==> src/rtl/kp_voice_alloc.sv <==
// Polyphonic voice allocator / trigger sequencer for Karplus-Strong string voices.
// Optional macro KP_VOICE_STEAL_EN: steal the oldest voice instead of dropping when all are busy.
module kp_voice_alloc #(
  parameter int NUM_VOICES = 4,
  parameter int TRIG_HOLD  = 8,
  parameter int MIN_DELAY  = 16,
  parameter int AGE_W      = 16
) (
  input  logic                     a_clk,
  input  logic                     reset_n,
  input  logic                     note_valid,
  output logic                     note_ready,
  input  logic                     note_on,
  input  logic [6:0]               note_key,
  input  logic [10:0]              note_delay,
  input  logic [6:0]               note_velocity,
  output logic [NUM_VOICES-1:0]    v_trig,
  output logic [11*NUM_VOICES-1:0] v_delay_length,
  output logic [7*NUM_VOICES-1:0]  v_velocity,
  output logic [NUM_VOICES-1:0]    v_busy,
  output logic                     steal_pulse,
  output logic                     drop_pulse,
  output logic [1:0]               dbg_state
);

  localparam int VW = (NUM_VOICES > 1) ? $clog2(NUM_VOICES) : 1;
  localparam int CW = $clog2(TRIG_HOLD + 1);

  typedef enum logic [1:0] {IDLE, SEARCH, LOAD, TRIG} state_t;

  state_t            state, state_nx;
  logic              lat_on;
  logic [6:0]        lat_key;
  logic [10:0]       lat_delay;
  logic [6:0]        lat_vel;
  logic [VW-1:0]     tgt;
  logic [CW-1:0]     cnt;
  logic [NUM_VOICES-1:0] busy;
  logic [6:0]        keys   [NUM_VOICES];
  logic [AGE_W-1:0]  ages   [NUM_VOICES];
  logic [10:0]       delays [NUM_VOICES];
  logic [6:0]        vels   [NUM_VOICES];

  logic              match_hit, free_hit;
  logic [VW-1:0]     match_idx, free_idx, sel_idx;
`ifdef KP_VOICE_STEAL_EN
  logic [VW-1:0]     old_idx;
  logic [AGE_W-1:0]  old_age;
`endif

  // Handshake: a request transfers on any a_clk edge where note_valid and note_ready
  // are both high; note_ready is high only in IDLE, so nothing is consumed while busy.
  assign note_ready = (state == IDLE) && reset_n;
  assign v_busy     = busy;
  assign dbg_state  = state;

  // Lowest-index busy key match and lowest-index free voice.
  always_comb begin
    match_hit = 1'b0;
    match_idx = '0;
    free_hit  = 1'b0;
    free_idx  = '0;
    for (int i = NUM_VOICES - 1; i >= 0; i--) begin
      if (busy[i] && keys[i] == lat_key) begin
        match_hit = 1'b1;
        match_idx = VW'(i);
      end
      if (!busy[i]) begin
        free_hit = 1'b1;
        free_idx = VW'(i);
      end
    end
    sel_idx = match_hit ? match_idx : free_idx;
  end

`ifdef KP_VOICE_STEAL_EN
  // Strict greater-than keeps the lowest index on equal ages.
  always_comb begin
    old_idx = '0;
    old_age = ages[0];
    for (int i = 1; i < NUM_VOICES; i++) begin
      if (ages[i] > old_age) begin
        old_age = ages[i];
        old_idx = VW'(i);
      end
    end
  end
`endif

  always_comb begin
    state_nx = state;
    case (state)
      IDLE:   if (note_valid) state_nx = SEARCH;
      SEARCH: begin
        if (!lat_on)
          state_nx = IDLE;
        else if (match_hit || free_hit)
          state_nx = LOAD;
        else begin
`ifdef KP_VOICE_STEAL_EN
          state_nx = LOAD;
`else
          state_nx = IDLE;
`endif
        end
      end
      LOAD:   state_nx = TRIG;
      TRIG:   if (cnt == CW'(TRIG_HOLD - 1)) state_nx = IDLE;
      default: state_nx = IDLE;
    endcase
  end

  always_ff @(posedge a_clk) begin
    if (!reset_n) begin
      state       <= IDLE;
      lat_on      <= 1'b0;
      lat_key     <= '0;
      lat_delay   <= '0;
      lat_vel     <= '0;
      tgt         <= '0;
      cnt         <= '0;
      busy        <= '0;
      steal_pulse <= 1'b0;
      drop_pulse  <= 1'b0;
      for (int i = 0; i < NUM_VOICES; i++) begin
        keys[i]   <= '0;
        ages[i]   <= '0;
        delays[i] <= '0;
        vels[i]   <= '0;
      end
    end else begin
      state       <= state_nx;
      steal_pulse <= 1'b0;
      drop_pulse  <= 1'b0;
      for (int i = 0; i < NUM_VOICES; i++) begin
        if (busy[i] && ages[i] != '1) ages[i] <= ages[i] + 1'b1;
      end
      case (state)
        IDLE: begin
          if (note_valid) begin
            // Zero velocity note-on behaves exactly like a note-off.
            lat_on    <= note_on && (note_velocity != 7'd0);
            lat_key   <= note_key;
            lat_delay <= note_delay;
            lat_vel   <= note_velocity;
          end
        end
        SEARCH: begin
          if (!lat_on) begin
            if (match_hit) begin
              busy[match_idx] <= 1'b0;
              ages[match_idx] <= '0;
            end
          end else if (match_hit || free_hit) begin
            tgt <= sel_idx;
          end else begin
`ifdef KP_VOICE_STEAL_EN
            tgt         <= old_idx;
            steal_pulse <= 1'b1;
`else
            drop_pulse  <= 1'b1;
`endif
          end
        end
        LOAD: begin
          delays[tgt] <= (lat_delay < 11'(MIN_DELAY)) ? 11'(MIN_DELAY) : lat_delay;
          vels[tgt]   <= lat_vel;
          keys[tgt]   <= lat_key;
          busy[tgt]   <= 1'b1;
          ages[tgt]   <= '0;
          cnt         <= '0;
        end
        TRIG: cnt <= cnt + 1'b1;
        default: ;
      endcase
    end
  end

  always_comb begin
    v_trig = '0;
    if (state == TRIG) v_trig[tgt] = 1'b1;
  end

  for (genvar g = 0; g < NUM_VOICES; g++) begin : g_pack
    assign v_delay_length[11*g +: 11] = delays[g];
    assign v_velocity[7*g +: 7]       = vels[g];
  end

endmodule

==> config.mk <==
export PLATFORM = sky130hd
export DESIGN_NAME = kp_voice_alloc
export DESIGN_NICKNAME = d
export VERILOG_FILES = /design/src/rtl/kp_voice_alloc.sv
export SDC_FILE = /design/constraint.sdc
export NUM_CORES = 1
export LEC_CHECK = 0
export BUFFER_PORTS_ARGS = -buffer_cell sky130_fd_sc_hd__buf_2
export CAP_MARGIN = 20
export CORE_MARGIN = 10
export CORE_UTILIZATION = 49
export DETAILED_ROUTE_END_ITERATION = 8
export GPL_ROUTABILITY_DRIVEN = 0
export PLACE_DENSITY_LB_ADDON = 0.08
export SLEW_MARGIN = 25
export SYNTH_ARGS = -nofsm -noshare
export SYNTH_HDL_FRONTEND = slang
export SYNTH_SLANG_ARGS = --single-unit
export TNS_END_PERCENT = 10
==> constraint.sdc <==
create_clock -name a_clk -period 2.35 [get_ports a_clk]
set_input_delay 0.3525 -clock a_clk [delete_from_list [all_inputs] [get_ports a_clk]]
set_output_delay 0.3525 -clock a_clk [all_outputs]
set_load 0.05 [all_outputs]
==> Yosys cells after proc, flatten, opt, wreduce, memory -nomap -nowiden <==
Memory sizes are Yosys's and may differ from the RTL's.
Cells that the tools add are included.
{ "classes": {"add_sub_neg": 1, "order_cmp": 5, "n_eq_ne": 12, "n_mux": 46, "bitwise": 3, "n_reduce_logical": 21} }
{ "op_table": {"columns": ["cell", "count"], "rows": [
  ["$mux 2", 16],
  ["$eq 7x7->1", 4],
  ["$mux 11", 2],
  ["$mux 1", 18],
  ["$pmux 4 s2", 2],
  ["$mux 7", 2],
  ["$reduce_or 7->1", 2],
  ["$mux 4", 3],
  ["$lt 11x5->1 const B", 1],
  ["$reduce_or 11->1", 1],
  ["$reduce_and 3->1", 3],
  ["$logic_and 1x1->1", 8],
  ["$ne 2x2->1 const B", 4],
  ["$pmux 2 s4", 1],
  ["$reduce_bool 7->1", 1],
  ["$lt 2x3->1 const B", 2],
  ["$add 4x1->4 const B", 1],
  ["$and 4x4->4", 1],
  ["$demux 1 s2", 2],
  ["$eq 2x2->1 const B", 2],
  ["$eq 4x3->1 const B", 1],
  ["$ge 2x1->1 const B", 2],
  ["$not 4->4", 1],
  ["$or 4x4->4", 1],
  ["5 further kinds", 7]
]} }
{ "word_totals": {"register_bits": 39, "mem_bits_rw": 100, "input_bits": 29, "out_inout_bits": 85, "wordCells": 100, "mem_count": 3} }
{ "memory_table": {"columns": ["memory", "words", "width", "rd", "rd_clocked_by_memory_dff", "wr", "line_no", "source"], "rows": [
  ["delays", 4, 11, 4, 0, 4, "41", "logic [10:0] delays [NUM_VOICES];"],
  ["keys", 4, 7, 4, 0, 4, "39", "logic [6:0] keys [NUM_VOICES];"],
  ["vels", 4, 7, 4, 0, 4, "42", "logic [6:0] vels [NUM_VOICES];"]
]} }

==> Depth between registers and ports, before layout <==
Gate-level depths: netlist (run 1).
An unclocked memory read counts as a cell.
{ "logic_depth": {"word_depth": 16, "depth_mapped": 7, "ltp_nobuf": 6} }

==> Worst setup path after synthesis (run 1) <==
OpenSTA, ideal clock, no wires.
{ "synth_path": {"path_kind": "reg-to-reg", "from": "register state[0], in the netlist dbg_state[0]", "to": "memory delays[0][0], enable pin", "setup_time_ns": 0.410, "arrival_time_ns": 2.187, "t_required_ns": 1.940, "slack_ns": -0.247, "path_stages_with_launch": 4, "path_buffers": 1, "synth_period_minus_slack_ns": 2.597, "cell_sequence": "dfxtp_1 > clkbuf_1 > nand2b_1 > o21ai_1"} }
{ "synth_rtl": {"columns": ["element", "line_no", "source"], "rows": [
  ["start: declaration", "31", "state_t state, state_nx;"],
  ["start signal: assignment", "132", "state <= state_nx;"],
  ["end: declaration", "41", null]
]} }

==> Worst setup path after layout (run 1) <==
{ "layout_path": {"from": "register tgt[1]", "to": "output v_trig[0]"} }
{ "layout_via": {"elab_chain_cells": 5, "word_cells_on_any_way": 6, "cone_classes": "2 x order compare; 3 x mux; 1 x reduce/logical"} }
{ "layout_lines": {"columns": ["element", "line_no", "source"], "rows": [
  ["start: declaration", "36", "logic [VW-1:0] tgt;"],
  ["start signal: assignment", "155", "tgt <= sel_idx;"],
  ["$lt 2x3->1 (not written as such) or $ge 2x1->1 (tied branches)", "181", "if (state == TRIG) v_trig[tgt] = 1'b1;"],
  ["$logic_and 1x1->1 (not written as such)", "181", null],
  ["$mux 1 (not written as such)", "181", null],
  ["$demux 1 s2 *", "181", null],
  ["$mux 4 *", "181", null],
  ["end: declaration", "17", "output logic [NUM_VOICES-1:0] v_trig,"]
]} }
Mark *: on every way between the ends. The rest lies on a longest branch, timed or not.

==> results of run 1 <==
==> power by group <==
group	leakage, nW	switching, mW	internal (mW)
Combinational	1.29	0.361	0.127
Sequential	1.35	0.0523	2.71
Clock	0.303	0.977	1.78
==> logic make-up (layout without fill, tap and decap cells) <==
logic type,after synthesis,count (layout),share of synthesized area
and+or+nand+nor,212,212,0.164
DFF,139,139,0.684
buffers and inverters,60,191,0.0450
AOI/OAI and AO/OA,53,53,0.0561
xor gates and xnor gates,28,28,0.0443
muxes,2,2,0.00385
adders and majority gates,1,1,0.00226
other,1,1,0.000678
==> cell usage after synthesis (2+ instances only) <==
library cell	instances	share of area
a21oi_1	33	0.030
buf_2	10	0.0091
clkbuf_1	17	0.012
dfxtp_1	39	0.14
edfxtp_1	100	0.54
inv_1	9	0.0061
inv_2	21	0.014
nand2_1	86	0.058
nand2b_1	5	0.0057
nand3_1	5	0.0045
nand4_1	6	0.0068
nor2_1	89	0.060
nor2_2	3	0.0034
nor3_1	5	0.0045
nor4_2	2	0.0045
o21ai_0	5	0.0045
o21ai_1	5	0.0045
or2_1	2	0.0023
xnor2_1	16	0.025
xor2_1	12	0.019
==> critical path, stage by stage (launching register included) <==
cell,delay [ns]
dfxtp_1,0.34
or2_1,0.46
nor2_1,0.18
buf_2,0.28
==> flip-flops by register name, indices dropped and copies added (netlist names), named ones only <==
signal      cells
cnt             4
dbg_state       1
delays         44
drop_pulse      1
keys           28
lat_delay      11
lat_key         7
lat_on          1
lat_vel         7
tgt             2
v_busy          4
vels           28
==> final cells by class <==
| type | count | area (um2) | area share |
|---|---|---|---|
| flip-flops and latches | 139 | 3780 | 0.548 |
| inverters | 30 | 113 | 0.0163 |
| clock inverters | 10 | 138 | 0.0199 |
| clock buffers | 22 | 484 | 0.0701 |
| multi-input cells | 297 | 1520 | 0.219 |
| well taps | 140 | 175 | 0.0254 |
| repair buffers | 129 | 701 | 0.101 |
==> path summary, 6_finish.rpt <==
kind / startpoint / to / cells past startpoint
setup reg to reg: lat_delay[7] / delays[0][3] / 5
setup / recovery: tgt[1] / v_trig[0] / 3
hold reg to reg: lat_vel[3] / lat_vel[3] / 2
hold / removal: note_key[3] / lat_key[3] / 3
==> per-layer routing <==
metal | up-vias | routed length, um
met5 | - | 0
met4 | 0 | 152
met3 | 16 | 1070
met2 | 150 | 6500
met1 | 1787 | 5780
li1 | 1892 | -
==> metrics by stage <==
step                      area, um2  utilization  instances  hold WS (ns)  TNS [ns]
after detailed placement       6290        0.575        735         0.456         0
final                          6910        0.632        767         0.166         0
after floorplan                5530            -        496         0.437    -24.71
after global placement         6290        0.575        735         0.452         0
after CTS                      6910        0.632        767         0.165         0
after global routing           6910        0.632        767         0.174         0
==> flow_metrics.env, run 1 <==
export IMPL_io_pins=114
export IMPL_finalHoldViolations=0
export IMPL_rsz0062_at_grt="false"
export IMPL_leakage_nw=2.94
export IMPL_synth_seq_area_share=0.684
export IMPL_fin_crit_sh=0.866
export IMPL_grt_pass1_wl_um=21900
export IMPL_run_status="complete, no violations"
export IMPL_clk_pin_slew_ns=0.06
export IMPL_mostFrequentLayoutCells="112 x buf_2, 100 x edfxtp_1, 88 x nor2_1, 86 x nand2_1, 39 x dfxtp_1"
export IMPL_drive_above_1_share=0.309
export IMPL_coreArea_mm2=0.0109
export IMPL_drtAntennaViolNets=0
export IMPL_vias=3845
export IMPL_async_reset_ff_frac=0
export IMPL_ys_ff_latch=139
export IMPL_cp_required_ns=2.00
export IMPL_dp_hpwl_um=9640
export IMPL_num_rows=38
export IMPL_fillerInstances=911
export IMPL_grt_most_used_layer="met2"
export IMPL_worstPathArrival_ns=1.68
export IMPL_layout_commonest_cell="buf_2"
export IMPL_hold_buffers=0
export IMPL_setup_violations_final=0
export IMPL_setup_ws_ns=0.314
export IMPL_post_place_ws_ns=0.481
export IMPL_worstMarginPinSlew_ns=0.604
export IMPL_max_cap_violations=0
export IMPL_htreeDepth=4
export IMPL_synth_edff_count=100
export IMPL_crit_fanout=14
export IMPL_drc=0
export IMPL_power_total_mw=6.01
export IMPL_routed_via_density=5.01
export IMPL_synth_nets=526
export IMPL_start_util=0.506
export IMPL_diodes=0
export IMPL_root_buffer="clkbuf_16"
export IMPL_reg2reg_slack_ns=0.50
export IMPL_clk_latency_ns=0.42
export IMPL_endpoint_kind="output pin"
export IMPL_grt_util_met2=0.279
export IMPL_first_global_vias=4057
export IMPL_cts_setup_buffers=0
export IMPL_slew_headroom=0.597
export IMPL_cts_buffers=17
export IMPL_drt_wl_total_um=13500
export IMPL_first_pass_iters=5
export IMPL_yosysWarnings=0
export IMPL_worstSetupStartpointType="register"
export IMPL_post_cts_resized=0
export IMPL_die_area_mm2=0.0159
export IMPL_syn_mean_instance_area_um2=11.1
export IMPL_slew_violations=0
export IMPL_fin_skew_ns=0.0196
export IMPL_antenna_found_initial=0
export IMPL_tritoncts="done"
export IMPL_die_y_um=126
export IMPL_grt_max_degree=22
export IMPL_port_buffers=112
export IMPL_ys_types=46
export IMPL_drtIter0Drc=326
export IMPL_ys_dominant_reg_cell="edfxtp_1"
export IMPL_grt_use_total=0.174
export IMPL_final_nets=644
export IMPL_syn_area_mm2=0.00553
export IMPL_vdd_drop_max_uv=465
export IMPL_post_route_min_period_ns=2.04
export IMPL_avgRoutedWirePerCell_um=17.6
export IMPL_clock_sinks=139
export IMPL_synthCells=496
export IMPL_hold_class="in2reg"
export IMPL_path_class="reg2out"
export IMPL_max_freq_mhz=491
export IMPL_grt_overflow=0
export IMPL_power_density_mw_per_mm2=870
export IMPL_die_w_um=126
export IMPL_met3_usage=0.0558
export IMPL_grt_util_met1=0.220
export IMPL_cts_root_to_sink_buffers=2
export IMPL_area_growth_pct=24.9
(Power assumes the default switching activity.)
==> run 2, diff against run 1 <==
--- a/config.mk
+++ b/config.mk
@@ -12,6 +12,8 @@
 export DETAILED_ROUTE_END_ITERATION = 8
 export GPL_ROUTABILITY_DRIVEN = 0
 export PLACE_DENSITY_LB_ADDON = 0.08
+export RECOVER_POWER = 50
+export REMOVE_ABC_BUFFERS = 1
 export SLEW_MARGIN = 25
 export SYNTH_ARGS = -nofsm -noshare
 export SYNTH_HDL_FRONTEND = slang
==> flow_metrics.env, run 2 (synthesis gave the netlist of run 1 again) <==
export IMPL_run_status="complete, no violations"
export IMPL_cts_buffers=17
export IMPL_cts_root_to_sink_buffers=2
export IMPL_root_buffer="clkbuf_16"
export IMPL_max_freq_mhz=474
export IMPL_hold_buffers=0
export IMPL_clk_pin_slew_ns=0.06
export IMPL_cp_required_ns=2.70
export IMPL_largestRegisters="delays (44), keys (28), vels (28)"
export IMPL_endpoint_kind="register"
export IMPL_utilization=0.612
export IMPL_num_rows=38
export IMPL_max_cap_violations=0
export IMPL_drc=0
export IMPL_hold_start="note_delay[0]"
export IMPL_avgRoutedWirePerCell_um=18.0
export IMPL_worstPathCellList="xor2_1 -> nor4_1 -> and4_1 -> nor2_1 -> a31oi_1 -> o221a_1"
export IMPL_slew_headroom=0.559
export IMPL_reg2reg_slack_ns=0.24
export IMPL_design_area_mm2=0.00669
export IMPL_fin_setup_tns_ns=0
export IMPL_fin_skew_ns=0.00911
export IMPL_die_y_um=126
export IMPL_grt_use_total=0.173
export IMPL_routed_via_density=5.11
export IMPL_worstSetupStartpointType="register"
export IMPL_grt_pass1_wl_um=21700
export IMPL_vdd_drop_max_uv=527
export IMPL_layout_commonest_cell="edfxtp_1"
export IMPL_area_growth_pct=21.0
export IMPL_coreArea_mm2=0.0109
export IMPL_regMostFlops="delays"
export IMPL_worstMarginPinSlew_ns=0.664
export IMPL_port_buffers=112
export IMPL_first_global_vias=3948
export IMPL_clk_latency_ns=0.41
export IMPL_fin_crit_sh=0.897
export IMPL_hold_class="in2reg"
export IMPL_post_route_min_period_ns=2.11
export IMPL_setup_ws_ns=0.241
export IMPL_die_w_um=126
export IMPL_path_class="reg2reg"
export IMPL_mostFrequentLayoutCells="100 x edfxtp_1, 91 x nor2_1, 86 x nand2_1, 81 x clkbuf_1, 39 x dfxtp_1"
export IMPL_r2r_end="tgt[1]"
export IMPL_rsz0062_at_grt="false"
export IMPL_clock_sinks=139
export IMPL_leakage_nw=2.52
export IMPL_post_place_ws_ns=0.321
export IMPL_dpl_instance_area_mm2=0.00627
export IMPL_largest_reg_flops=44
export IMPL_htreeDepth=4
export IMPL_start_util=0.506
export IMPL_drt_wl_total_um=13700
export IMPL_drtAntennaViolNets=0
export IMPL_tritoncts="done"
export IMPL_worstPathArrival_ns=2.46
export IMPL_dp_cells=731
export IMPL_diodes=0
export IMPL_die_area_mm2=0.0159
export IMPL_whs_path_depth=3
export IMPL_hold_end="lat_delay[0]"
export IMPL_vias=3897
export IMPL_crit_slowest_cell="dfxtp_1"
export IMPL_timing_rr_start="lat_key[2]"
export IMPL_drtIter0Drc=280
export IMPL_cpPeakStageDelay_ns=0.50
export IMPL_power_density_mw_per_mm2=868
export IMPL_grt_max_degree=28
export IMPL_rr_worst_depth=6
export IMPL_io_pins=114
export IMPL_post_cts_resized=0
export IMPL_dp_hpwl_um=9390
export IMPL_setup_violations_final=0
export IMPL_cts_setup_buffers=0
export IMPL_grt_overflow=0
export IMPL_final_nets=640
export IMPL_final_cell_count_no_fill=763
export IMPL_first_pass_iters=4
export IMPL_antenna_found_initial=0
export IMPL_slew_violations=0
export IMPL_drive_above_1_share=0.135
export IMPL_finalHoldViolations=0
export IMPL_crit_fanout=6
[run 2: layer usage]
metal | GRT usage | up-vias | routed length (um)
li1 | - | 1885 | -
met1 | 0.214 | 1867 | 6080
met2 | 0.279 | 134 | 6500
met3 | 0.0675 | 11 | 1010
met4 | 0.0415 | 0 | 103
met5 | 0 | - | 0
[run 2: power by group]
part	switching, mW	internal [mW]
combinational	0.361	0.103
sequential	0.0569	2.71
clock	1.01	1.57
total	1.43	4.38
[run 2: final cells by class]
cell class	instances	area, um2
clock buffers	18	429
clock inverters	14	145
fillers	966	4240
inverters	30	113
multi-input cells	297	1480
flip-flops and latches	139	3780
well taps	140	175
repair buffers	125	563
[run 2: stage by stage]
step / hold slack (ns) / total power [mW]
finish: 0.181 / 5.81
floorplan: 0.437 / 3.14
detailed placement: 0.448 / 3.31
global placement: 0.443 / 3.31
CTS: 0.169 / 5.87
global route: 0.176 / 6.01
[run 2: worst max path at each step]
stage                      start           end  slack (ns)  cells past startpoint
finish                lat_key[2]        tgt[1]        0.24                      6
global placement    lat_delay[7]  delays[2][2]        0.40                      5
detailed placement      register  delays[0][2]        0.32                      5
CTS                     register     v_trig[3]        0.31                      3
global route            register  delays[1][0]        0.08                      5
floorplan               register  delays[0][0]       -0.39                      2
[run 2: critical path: cells and delay by family, from the launching register on]
family	cells	cell delay [ns]
AOI/OAI and AO/OA	2	0.56
DFF	1	0.50
and+or+nand+nor	3	0.90
xor gates and xnor gates	1	0.11
